`src/rtl/gps_ack_pkg.sv`:
```
// Shared FSM type, widths and code-phase helper for the GPS acquisition peak detector.
package gps_ack_pkg;

  typedef enum logic [2:0] {
    S_IDLE,
    S_ACCUM,
    S_DRAIN,
    S_DECIDE,
    S_REPORT
  } state_t;

  localparam int unsigned CODE_LEN  = 1023;
  localparam int unsigned CP_W      = 10;
  localparam int unsigned DOP_W     = 16;
  localparam int unsigned SAT_W     = 6;
  localparam int unsigned INT_W_DEF = 12;
  localparam int unsigned PWR_W_DEF = 2 * INT_W_DEF;

  // Shortest distance between two code phases on the 1023-chip ring.
  function automatic logic [CP_W-1:0] circ_dist(input logic [CP_W-1:0] cp_a,
                                                input logic [CP_W-1:0] cp_b);
    logic [CP_W-1:0] d;
    logic [CP_W-1:0] wrap;
    d    = (cp_a >= cp_b) ? cp_a - cp_b : cp_b - cp_a;
    wrap = CP_W'(CODE_LEN) - d;
    return (wrap < d) ? wrap : d;
  endfunction

endpackage

```
`src/rtl/gps_ack_peak_detect_if.sv`:
```
// Bin-result input bus and decision output bus of the acquisition peak detector.
interface gps_ack_peak_detect_if #(
  parameter int unsigned INT_W = gps_ack_pkg::INT_W_DEF,
  parameter int unsigned PWR_W = gps_ack_pkg::PWR_W_DEF
);
  logic                                   start;
  logic [gps_ack_pkg::SAT_W-1:0]          sat_in;
  logic                                   corr_valid;
  logic [gps_ack_pkg::CP_W-1:0]           code_phase;
  logic signed [gps_ack_pkg::DOP_W-1:0]   doppler_omega;
  logic signed [INT_W-1:0]                integ_i;
  logic signed [INT_W-1:0]                integ_q;
  logic                                   search_done;

  logic                                   busy;
  logic                                   result_valid;
  logic                                   detected;
  logic [gps_ack_pkg::SAT_W-1:0]          sat_out;
  logic [gps_ack_pkg::CP_W-1:0]           peak_code_phase;
  logic signed [gps_ack_pkg::DOP_W-1:0]   peak_doppler;
  logic [PWR_W-1:0]                       peak_power;
  logic [PWR_W-1:0]                       second_power;

  modport master (
    output start, sat_in, corr_valid, code_phase, doppler_omega, integ_i, integ_q, search_done,
    input  busy, result_valid, detected, sat_out, peak_code_phase, peak_doppler,
           peak_power, second_power
  );

  modport slave (
    input  start, sat_in, corr_valid, code_phase, doppler_omega, integ_i, integ_q, search_done,
    output busy, result_valid, detected, sat_out, peak_code_phase, peak_doppler,
           peak_power, second_power
  );
endinterface

```
`src/rtl/gps_ack_power.sv`:
```
// Two-stage registered I^2 + Q^2 with code-phase/Doppler tags carried alongside.
module gps_ack_power
  import gps_ack_pkg::*;
#(
  parameter int unsigned INT_W = INT_W_DEF,
  parameter int unsigned PWR_W = PWR_W_DEF
) (
  input  logic                    clk,
  input  logic                    rst,
  input  logic                    flush_i,
  input  logic                    valid_i,
  input  logic [CP_W-1:0]         cp_i,
  input  logic signed [DOP_W-1:0] dop_i,
  input  logic signed [INT_W-1:0] i_i,
  input  logic signed [INT_W-1:0] q_i,
  output logic                    valid_o,
  output logic                    busy_o,
  output logic [CP_W-1:0]         cp_o,
  output logic signed [DOP_W-1:0] dop_o,
  output logic [PWR_W-1:0]        pwr_o
);

  logic signed [2*INT_W-1:0] isq_full;
  logic signed [2*INT_W-1:0] qsq_full;
  logic                      v1_q, v2_q;
  logic [PWR_W-1:0]          isq_q, qsq_q, pwr_q;
  logic [CP_W-1:0]           cp1_q, cp2_q;
  logic signed [DOP_W-1:0]   dop1_q, dop2_q;

  assign isq_full = i_i * i_i;
  assign qsq_full = q_i * q_i;

  // A flush (new search) discards bins still in flight from the previous one.
  always_ff @(posedge clk or negedge rst) begin
    if (!rst) begin
      v1_q   <= 1'b0;
      v2_q   <= 1'b0;
      isq_q  <= '0;
      qsq_q  <= '0;
      pwr_q  <= '0;
      cp1_q  <= '0;
      cp2_q  <= '0;
      dop1_q <= '0;
      dop2_q <= '0;
    end else begin
      v1_q <= valid_i & ~flush_i;
      v2_q <= v1_q & ~flush_i;
      if (valid_i) begin
        isq_q  <= PWR_W'($unsigned(isq_full));
        qsq_q  <= PWR_W'($unsigned(qsq_full));
        cp1_q  <= cp_i;
        dop1_q <= dop_i;
      end
      if (v1_q) begin
        pwr_q  <= isq_q + qsq_q;
        cp2_q  <= cp1_q;
        dop2_q <= dop1_q;
      end
    end
  end

  assign valid_o = v2_q;
  assign busy_o  = v1_q | v2_q;
  assign cp_o    = cp2_q;
  assign dop_o   = dop2_q;
  assign pwr_o   = pwr_q;

endmodule

```
`src/rtl/gps_ack_peak_detect.sv`:
```
// Acquisition peak detector: tracks max and excluded second peak, then issues a detect decision.
module gps_ack_peak_detect
  import gps_ack_pkg::*;
#(
  parameter int unsigned      INT_W      = INT_W_DEF,
  parameter int unsigned      PWR_W      = PWR_W_DEF,
  parameter int unsigned      EXCL_CHIPS = 2,
  parameter logic [7:0]       RATIO_Q4   = 8'd40,
  parameter logic [PWR_W-1:0] MIN_POWER  = 24'd4096
) (
  input  logic                  clk,
  input  logic                  rst,
  gps_ack_peak_detect_if.slave  bus
);

  state_t                  state_q, state_d;
  logic                    pw_valid, pw_busy;
  logic [CP_W-1:0]         pw_cp;
  logic signed [DOP_W-1:0] pw_dop;
  logic [PWR_W-1:0]        pw_pwr;

  logic [PWR_W-1:0]        max_pwr_q, max_pwr_d, sec_pwr_q, sec_pwr_d;
  logic [CP_W-1:0]         max_cp_q, max_cp_d, sec_cp_q, sec_cp_d;
  logic signed [DOP_W-1:0] max_dop_q, max_dop_d;
  logic [SAT_W-1:0]        sat_q, sat_d;
  logic                    det_q, det_d;

  logic                    accept, near_max, near_sec;
  logic [31:0]             ratio_lhs, ratio_rhs;

  assign accept = bus.corr_valid && (state_q == S_ACCUM);

  gps_ack_power #(.INT_W(INT_W), .PWR_W(PWR_W)) u_power (
    .clk     (clk),
    .rst     (rst),
    .flush_i (bus.start),
    .valid_i (accept),
    .cp_i    (bus.code_phase),
    .dop_i   (bus.doppler_omega),
    .i_i     (bus.integ_i),
    .q_i     (bus.integ_q),
    .valid_o (pw_valid),
    .busy_o  (pw_busy),
    .cp_o    (pw_cp),
    .dop_o   (pw_dop),
    .pwr_o   (pw_pwr)
  );

  always_comb begin
    state_d = state_q;
    unique case (state_q)
      S_IDLE:   state_d = S_IDLE;
      S_ACCUM:  if (bus.search_done) state_d = S_DRAIN;
      S_DRAIN:  if (!pw_busy) state_d = S_DECIDE;
      S_DECIDE: state_d = S_REPORT;
      S_REPORT: state_d = S_IDLE;
      default:  state_d = S_IDLE;
    endcase
    if (bus.start) state_d = S_ACCUM;
  end

  assign near_max  = circ_dist(pw_cp, max_cp_q) <= CP_W'(EXCL_CHIPS);
  assign near_sec  = circ_dist(pw_cp, sec_cp_q) <= CP_W'(EXCL_CHIPS);
  assign ratio_lhs = 32'(max_pwr_q) << 4;
  assign ratio_rhs = 32'(sec_pwr_q) * 32'(RATIO_Q4);

  // A displaced max is demoted to second only when it lies outside the new max's window;
  // a second that falls inside the new window is no longer a valid alias and is dropped.
  always_comb begin
    max_pwr_d = max_pwr_q;
    max_cp_d  = max_cp_q;
    max_dop_d = max_dop_q;
    sec_pwr_d = sec_pwr_q;
    sec_cp_d  = sec_cp_q;
    sat_d     = sat_q;
    det_d     = det_q;
    if (bus.start) begin
      max_pwr_d = '0;
      max_cp_d  = '0;
      max_dop_d = '0;
      sec_pwr_d = '0;
      sec_cp_d  = '0;
      sat_d     = bus.sat_in;
      det_d     = 1'b0;
    end else begin
      if (pw_valid) begin
        if (pw_pwr > max_pwr_q) begin
          max_pwr_d = pw_pwr;
          max_cp_d  = pw_cp;
          max_dop_d = pw_dop;
          if (!near_max) begin
            sec_pwr_d = max_pwr_q;
            sec_cp_d  = max_cp_q;
          end else if (near_sec) begin
            sec_pwr_d = '0;
            sec_cp_d  = '0;
          end
        end else if ((pw_pwr > sec_pwr_q) && !near_max) begin
          sec_pwr_d = pw_pwr;
          sec_cp_d  = pw_cp;
        end
      end
      if (state_q == S_DECIDE)
        det_d = (max_pwr_q > MIN_POWER) && (ratio_lhs >= ratio_rhs);
    end
  end

  always_ff @(posedge clk or negedge rst) begin
    if (!rst) begin
      state_q   <= S_IDLE;
      max_pwr_q <= '0;
      max_cp_q  <= '0;
      max_dop_q <= '0;
      sec_pwr_q <= '0;
      sec_cp_q  <= '0;
      sat_q     <= '0;
      det_q     <= 1'b0;
    end else begin
      state_q   <= state_d;
      max_pwr_q <= max_pwr_d;
      max_cp_q  <= max_cp_d;
      max_dop_q <= max_dop_d;
      sec_pwr_q <= sec_pwr_d;
      sec_cp_q  <= sec_cp_d;
      sat_q     <= sat_d;
      det_q     <= det_d;
    end
  end

  assign bus.busy            = (state_q == S_ACCUM) || (state_q == S_DRAIN) || (state_q == S_DECIDE);
  assign bus.result_valid    = (state_q == S_REPORT);
  assign bus.detected        = det_q;
  assign bus.sat_out         = sat_q;
  assign bus.peak_code_phase = max_cp_q;
  assign bus.peak_doppler    = max_dop_q;
  assign bus.peak_power      = max_pwr_q;
  assign bus.second_power    = sec_pwr_q;

endmodule

```
`src/flat_wrapper.sv`:
```
// flat-port wrapper written by rule: the top's interface ports become plain ports
module gps_ack_peak_detect_flat import gps_ack_pkg::*;
#(
  parameter int unsigned      INT_W      = INT_W_DEF,
  parameter int unsigned      PWR_W      = PWR_W_DEF,
  parameter int unsigned      EXCL_CHIPS = 2,
  parameter logic [7:0]       RATIO_Q4   = 8'd40,
  parameter logic [PWR_W-1:0] MIN_POWER  = 24'd4096
)
  (clk, rst, bus_start, bus_sat_in, bus_corr_valid, bus_code_phase, bus_doppler_omega, bus_integ_i, bus_integ_q, bus_search_done, bus_busy, bus_result_valid, bus_detected, bus_sat_out, bus_peak_code_phase, bus_peak_doppler, bus_peak_power, bus_second_power);
  gps_ack_peak_detect_if #(.INT_W(INT_W), .PWR_W(PWR_W)) bus_i ();
  input  logic clk;
  input  logic rst;
  input wire logic [$bits(bus_i.start)-1:0] bus_start;
  input wire logic [$bits(bus_i.sat_in)-1:0] bus_sat_in;
  input wire logic [$bits(bus_i.corr_valid)-1:0] bus_corr_valid;
  input wire logic [$bits(bus_i.code_phase)-1:0] bus_code_phase;
  input wire logic [$bits(bus_i.doppler_omega)-1:0] bus_doppler_omega;
  input wire logic [$bits(bus_i.integ_i)-1:0] bus_integ_i;
  input wire logic [$bits(bus_i.integ_q)-1:0] bus_integ_q;
  input wire logic [$bits(bus_i.search_done)-1:0] bus_search_done;
  output wire logic [$bits(bus_i.busy)-1:0] bus_busy;
  output wire logic [$bits(bus_i.result_valid)-1:0] bus_result_valid;
  output wire logic [$bits(bus_i.detected)-1:0] bus_detected;
  output wire logic [$bits(bus_i.sat_out)-1:0] bus_sat_out;
  output wire logic [$bits(bus_i.peak_code_phase)-1:0] bus_peak_code_phase;
  output wire logic [$bits(bus_i.peak_doppler)-1:0] bus_peak_doppler;
  output wire logic [$bits(bus_i.peak_power)-1:0] bus_peak_power;
  output wire logic [$bits(bus_i.second_power)-1:0] bus_second_power;
  assign bus_i.start = bus_start;
  assign bus_i.sat_in = bus_sat_in;
  assign bus_i.corr_valid = bus_corr_valid;
  assign bus_i.code_phase = bus_code_phase;
  assign bus_i.doppler_omega = bus_doppler_omega;
  assign bus_i.integ_i = bus_integ_i;
  assign bus_i.integ_q = bus_integ_q;
  assign bus_i.search_done = bus_search_done;
  assign bus_busy = bus_i.busy;
  assign bus_result_valid = bus_i.result_valid;
  assign bus_detected = bus_i.detected;
  assign bus_sat_out = bus_i.sat_out;
  assign bus_peak_code_phase = bus_i.peak_code_phase;
  assign bus_peak_doppler = bus_i.peak_doppler;
  assign bus_peak_power = bus_i.peak_power;
  assign bus_second_power = bus_i.second_power;
  gps_ack_peak_detect #(.INT_W(INT_W), .PWR_W(PWR_W), .EXCL_CHIPS(EXCL_CHIPS), .RATIO_Q4(RATIO_Q4), .MIN_POWER(MIN_POWER)) u_core (.clk(clk), .rst(rst), .bus(bus_i));
endmodule
```
`config.mk`:
```
export PLATFORM = sky130hd
export DESIGN_NAME = gps_ack_peak_detect_flat
export DESIGN_NICKNAME = d
export VERILOG_FILES = /design/src/rtl/gps_ack_pkg.sv /design/src/rtl/gps_ack_peak_detect_if.sv /design/src/rtl/gps_ack_power.sv /design/src/rtl/gps_ack_peak_detect.sv /design/src/flat_wrapper.sv
export SDC_FILE = /design/constraint.sdc
export NUM_CORES = 1
export LEC_CHECK = 0
export CORE_MARGIN = 10
export CORE_UTILIZATION = 55
export DETAILED_ROUTE_END_ITERATION = 8
export PLACE_DENSITY = 0.77
export SYNTH_ARGS = -nofsm -noshare
export SYNTH_HDL_FRONTEND = slang
export SYNTH_HIERARCHICAL = 1
export SYNTH_SLANG_ARGS = --single-unit
```
`constraint.sdc`:
```
create_clock -name clk -period 4.45 [get_ports clk]
set_input_delay 0.89 -clock clk [delete_from_list [all_inputs] [get_ports clk]]
set_output_delay 0.89 -clock clk [all_outputs]
set_load 0.05 [all_outputs]
```
# Word level (Yosys, flattened, before mapping)
# Cells that the tools add are included.
# word_totals
elab_cells,92
ramBits,0
rom_bits,0
output_inout_bits,83
latch_bits,0
register_bits,220
memories,0
in_bits,61
# op_classes
order_cmp,10
n_eq_ne,7
bitwise_logic,4
mul,3
div_mod_pow,0
n_reduce_logical,13
mux,31
addsub,7
n_shift,0
# op_table
op,n
$mux 24,9
$mux 10,13
$gt 24x24->1,2
$mul 12x12->24,2
$mux 16,3
$sub 10x10->10,4
$ge 28x30->1,1
$mul 24x3->27 const B,1
$add 24x24->24,1
$gt 24x13->1 const B,1
$ge 10x10->1,2
$le 10x2->1 const B,2
$lt 10x10->1,2
$sub 10x10->10 const A,2
$mux 3,3
$pmux 3 s3,1
$eq 3x2->1 const B,2
$ne 3x3->1 const B,2
$reduce_bool 2->1,3
$ne 4x4->1 const B,1
$reduce_and 2->1,2
$eq 3x1->1 const B,1
$eq 3x3->1 const B,1
$logic_and 1x1->1,3
other kinds (8),11

# Logic depth before layout (Yosys ltp)
# depth
word_depth,12
ltp_mapped,22
ltp_nobuf,21

# Modules after synthesis
# The synthesis kept the hierarchy.
# modules_own_cells
module,cells_each,seq_area_each_um2,instances,area_per_inst_um2
gps_ack_power,1509,3103.0,1,15371.0
gps_ack_peak_detect,1070,2352.3,1,9178.8

# Least setup slack after synthesis
# Ideal clock, no wire load.
# synth_path
kind,input-to-reg
startpoint,in bus_integ_i[5]
endpoint,reg u_core.u_power.isq_q[23]
t_required_ns,4.325
n_path_buf,1
arrival_ns,5.808
path_slack_ns,-1.482
setup_ns,0.125
stages,22
path_cell_list,clkbuf_1 -> inv_1 -> nor2_1 -> inv_1 -> fa_1 -> inv_1 -> fa_1 -> inv_1 -> fa_1 -> inv_1 -> fa_1 -> inv_1 -> fa_1 -> inv_1 -> ha_1 -> a21o_1 -> a21oi_1 -> o21bai_1 -> a221oi_2 -> a21oi_1 -> xnor2_1 -> mux2_2
# synth_via
elab_chain_cells,1
# synth_lines
item,line_no,text
"start, declared",flat_wrapper.sv:19,input wire logic [$bits(bus_i.integ_i)-1:0] bus_integ_i;
$mul 12x12->24,gps_ack_power.sv:30,assign isq_full = i_i * i_i;
"end signal, assigned",gps_ack_power.sv:49,isq_q <= PWR_W'($unsigned(isq_full));
"end, declared",gps_ack_power.sv:26,"logic [PWR_W-1:0] isq_q, qsq_q, pwr_q;"
# No other way between the ends.
# A chain may end at the register's enable or synchronous reset.

# Worst setup path in the final report
# layout_path
startpoint,in bus_integ_i[10]
endpoint,reg u_core.u_power.isq_q[16]
# The elaborated chain is that of the path after synthesis.

==> impl_metrics.csv <==
group,metric,value,unit
outcome,outcome,"complete, but fails checks",
outcome,violations,"setup timing",
placed_design,dp.cells,3519,
finish,area_growth,28.6,%
routing,vias,20400,
pwr,p_int,14.4,mW
finish,final_common_cell,"inv_1",
critical_path,critPathMaxStageDelay,530,ps
job,cap_violations,0,
critical_path,timing.rr.end,"u_core/bus.detected",
clock_network,clock_latency,550,ps
logic_synthesis,synth_area,0.0245,mm²
pwr,p_sw,12.5,mW
critical_path,start_kind,"primary input",
global_route,grt_overflow,0,
clock_network,numClockSinks,218,
sta,fmax,194,MHz
floorplanning,fp.coreArea,0.0442,mm²
floorplanning,die_area,0.0535,mm²
routing,drcViolationCount,0,
sta,setup_ws,-692,ps
routing,routedWlPerCell,18.0,µm
placed_design,place_hpwl,49000,µm
logic_synthesis,synth_edf_count,0,
logic_synthesis,seq_area_frac_synth,0.222,
finish,nets,3623,
logic_synthesis,postSynthCellCount,2579,
finish,drive_above_1_share,0.283,
finish,num_antenna_cells,0,
sta,fin_skew,47.9,ps
sta,setup-tns-final,-12980,ps
pwr,power_density,851,mW/mm²
critical_path,r2r_cells,21,
sta,fin_crit,5140,ps
global_route,antenna_found_initial,0,
critical_path,worstPathRequired,4850,ps
routing,vias_per_cell,5.61,
logic_synthesis,synth_cell_type_count,96,
pwr,p_clk_frac,0.080,
global_route,grt_pass1_wl,106000,µm
logic_synthesis,synth_fp_nets,3181,
routing,first_pass_iters,6,
clock_network,clk_pin_slew,60,ps
critical_path,path_class,"in -> reg",
pwr,leakagePower,15.0,nW
routing,first_iter_violations,1256,
clock_network,htree_levels,1,
hold_path,min_path_type,"in -> async",
clock_network,cts-buffers-inserted,24,
critical_path,r2r-start,"u_core/bus.second_power[3]",
sta,slew_headroom,0.336,
sta,final.period_utilization,1.16,
routing,wl,65300,µm
critical_path,startpoint,"bus_integ_i[10]",
placed_design,port_buffers,143,
floorplanning,die_h,231,µm
critical_path,path_max_fanout,5,
critical_path,path_cells,"buf_6 > buf_6 > buf_6 > buf_6 > and2_4 > fa_1 > inv_2 > fa_1 > inv_2 > fa_2 > fa_1 > inv_2 > fa_1 > inv_2 > ha_4 > nand3_4 > nand3b_1 > nor2b_4 > o21ai_2 > xor2_1 > mux2_4",
logic_synthesis,yosys_warnings,6,
floorplanning,start_util,0.555,
logic_synthesis,syn_area_per_cell,9.52,µm²
logic_synthesis,async_reset_ff_frac,1.00,
critical_path,crit_arrival,5540,ps
pwr,switching_share,0.464,
floorplanning,row_count,77,
logic_synthesis,synth_flop_cell,"dfrtp_1",
finish,final_cell_mix,"384 x inv_1, 306 x buf_4, 245 x ha_1",
placed_design,gp_congestion,0.910,
global_route,grt_usage,0.236,
floorplanning,io_pins,144,
sta,final-hold-violation-count,0,
pwr,seq_power_share,0.123,
logic_synthesis,ys_ff_latch,218,
critical_path,reg2reg_slack,-50,ps
finish,fin_cells,3631,
global_route,grt_pass1_vias,22000,
pwr,vdd_drop_max,768,µV
pwr,p_comb_frac,0.797,
clock_network,clockBufferDepth,3,
global_route,grt_max_degree,128,
clock_network,cts_tree,"done",
clock_network,cts-root-buf,"clkbuf_16",
floorplanning,dieWidth,231,µm
critical_path,cp_slowest_cell,"fa_1",
routing,antenna_left,0,
sta,rsz0062_at_grt,"yes",
clock_network,cts_hold_buf,0,
sta,worst_pin_slew,996,ps
critical_path,cp-end-kind,"register",
sta,drv_slew,0,
sta,setup_viol,29,
synth_stat cells, types with 7 or more instances:
cell type,number,share of area
a211o_1,7,0.0025
dfrtp_1,218,0.22
nand4_1,19,0.0048
nor2b_1,22,0.0056
xnor2_1,56,0.020
nand3b_1,10,0.0031
o211ai_1,14,0.0043
mux2_2,96,0.044
buf_2,10,0.0020
buf_1,8,0.0012
o31ai_1,13,0.0040
inv_1,451,0.069
clkbuf_1,54,0.0083
nor2_1,105,0.016
and3_1,13,0.0033
a21oi_1,150,0.031
nand2b_1,16,0.0041
or2_2,7,0.0018
xor2_1,25,0.0089
o21a_1,31,0.0095
nor3_1,20,0.0041
o21ai_0,77,0.016
a21boi_0,9,0.0028
and2_1,85,0.022
a22oi_1,34,0.010
nand3_1,30,0.0061
a211oi_1,18,0.0055
ha_1,290,0.15
mux2i_1,39,0.016
nor4_1,10,0.0025
a21o_1,43,0.013
fa_1,251,0.20
nand2_1,215,0.033
flip-flops by register name, summed over array words and instances (netlist names):
name / count
u_core/u_power/dop1_q: 16
u_core/state_q: 3
u_core/bus.peak_power: 24
u_core/u_power/valid_o: 1
u_core/u_power/qsq_q: 23
u_core/u_power/dop_o: 16
u_core/bus.second_power: 24
u_core/u_power/cp_o: 10
u_core/bus.sat_out: 6
u_core/u_power/pwr_o: 24
u_core/u_power/cp1_q: 10
u_core/u_power/v1_q: 1
u_core/u_power/isq_q: 23
u_core/bus.peak_code_phase: 10
u_core/sec_cp_q: 10
u_core/bus.detected: 1
u_core/bus.peak_doppler: 16
routing by layer:
layer | vias up | part of all wire | track usage | wire [µm]
met2 | 494 | 0.52 | 0.432 | 34000
met1 | 10200 | 0.41 | 0.289 | 27000
li1 | 9481 | - | - | -
met3 | 148 | 0.037 | 0.0197 | 2390
met5 | - | 0 | 0 | 0
met4 | 0 | 0.029 | 0.0719 | 1900
cells by family (layout without fill, tap and decap cells):
family | after synthesis | after routing | share of synthesized area
adder cells (fa/ha/maj) | 541 | 541 | 0.352
flip-flops | 218 | 218 | 0.222
AND/OR/NAND/NOR | 586 | 586 | 0.118
buffers and inverters | 531 | 991 | 0.0843
XOR/XNOR | 81 | 81 | 0.0289
AO/OA/AOI/OAI | 485 | 485 | 0.133
multiplexers | 137 | 137 | 0.0612
power groups by stage:
| stage | clock [mW] | sequential [mW] | combinational (mW) |
|---|---|---|---|
| floorplan | 0 | 3.45 | 13.0 |
| global placement | 0 | 3.26 | 18.1 |
| detailed placement | 0 | 3.30 | 18.8 |
| CTS | 2.17 | 3.28 | 20.3 |
| global route | 2.26 | 3.38 | 23.6 |
| finish | 2.14 | 3.30 | 21.4 |
worst max-delay path: cells and delay by family:
| kind | cells | cell delay (ps) |
|---|---|---|
| mux | 1 | 270 |
| fa+ha+maj | 6 | 2800 |
| simple gates | 4 | 740 |
| compound gates | 1 | 140 |
| buf+inv | 8 | 600 |
| xor+xnor | 1 | 90 |
what timing repair did:
| item | CTS | global route |
|---|---|---|
| setup buffers | 57 | 22 |
| gates resized for setup | 251 | 145 |
| setup endpoints to repair | 35 | 64 |
| pin swaps | 116 | 143 |
| gates cloned | 1 | 0 |
how the worst max path moves through the flow:
| stage | to | slack, ps |
|---|---|---|
| final | u_core/u_power/isq_q[16] | -690 |
| after CTS | u_core/u_power/isq_q[23] | -780 |
| after floorplan | u_core/u_power/isq_q[23] | -990 |
| after detailed placement | u_core/u_power/isq_q[23] | -1760 |
| after global routing | u_core/u_power/isq_q[16] | -820 |
| after global placement | u_core/u_power/isq_q[23] | -1630 |
area by class of cell:
class | instances | area (µm²)
Multi-Input combinational cell | 1830 | 18400
Inverter | 454 | 1750
Tap cell | 592 | 741
Fill cell | 3053 | 12700
Sequential cell | 218 | 5470
Clock buffer | 36 | 727
Clock inverter | 8 | 128
Timing Repair Buffer | 493 | 4310
metrics by stage:
stage | utilization | instance area, µm² | hold WS, ps | setup WS, ps | power, mW
CTS | 0.701 | 31000 | 481 | -783 | 25.7
global placement | 0.660 | 29200 | 478 | -1630 | 21.4
floorplan | - | 25400 | 456 | -992 | 16.4
detailed placement | 0.660 | 29200 | 482 | -1760 | 22.1
global route | 0.714 | 31600 | 490 | -815 | 29.2
finish | 0.714 | 31600 | 412 | -692 | 26.8
No activity file was read; power rests on OpenSTA's default activity.
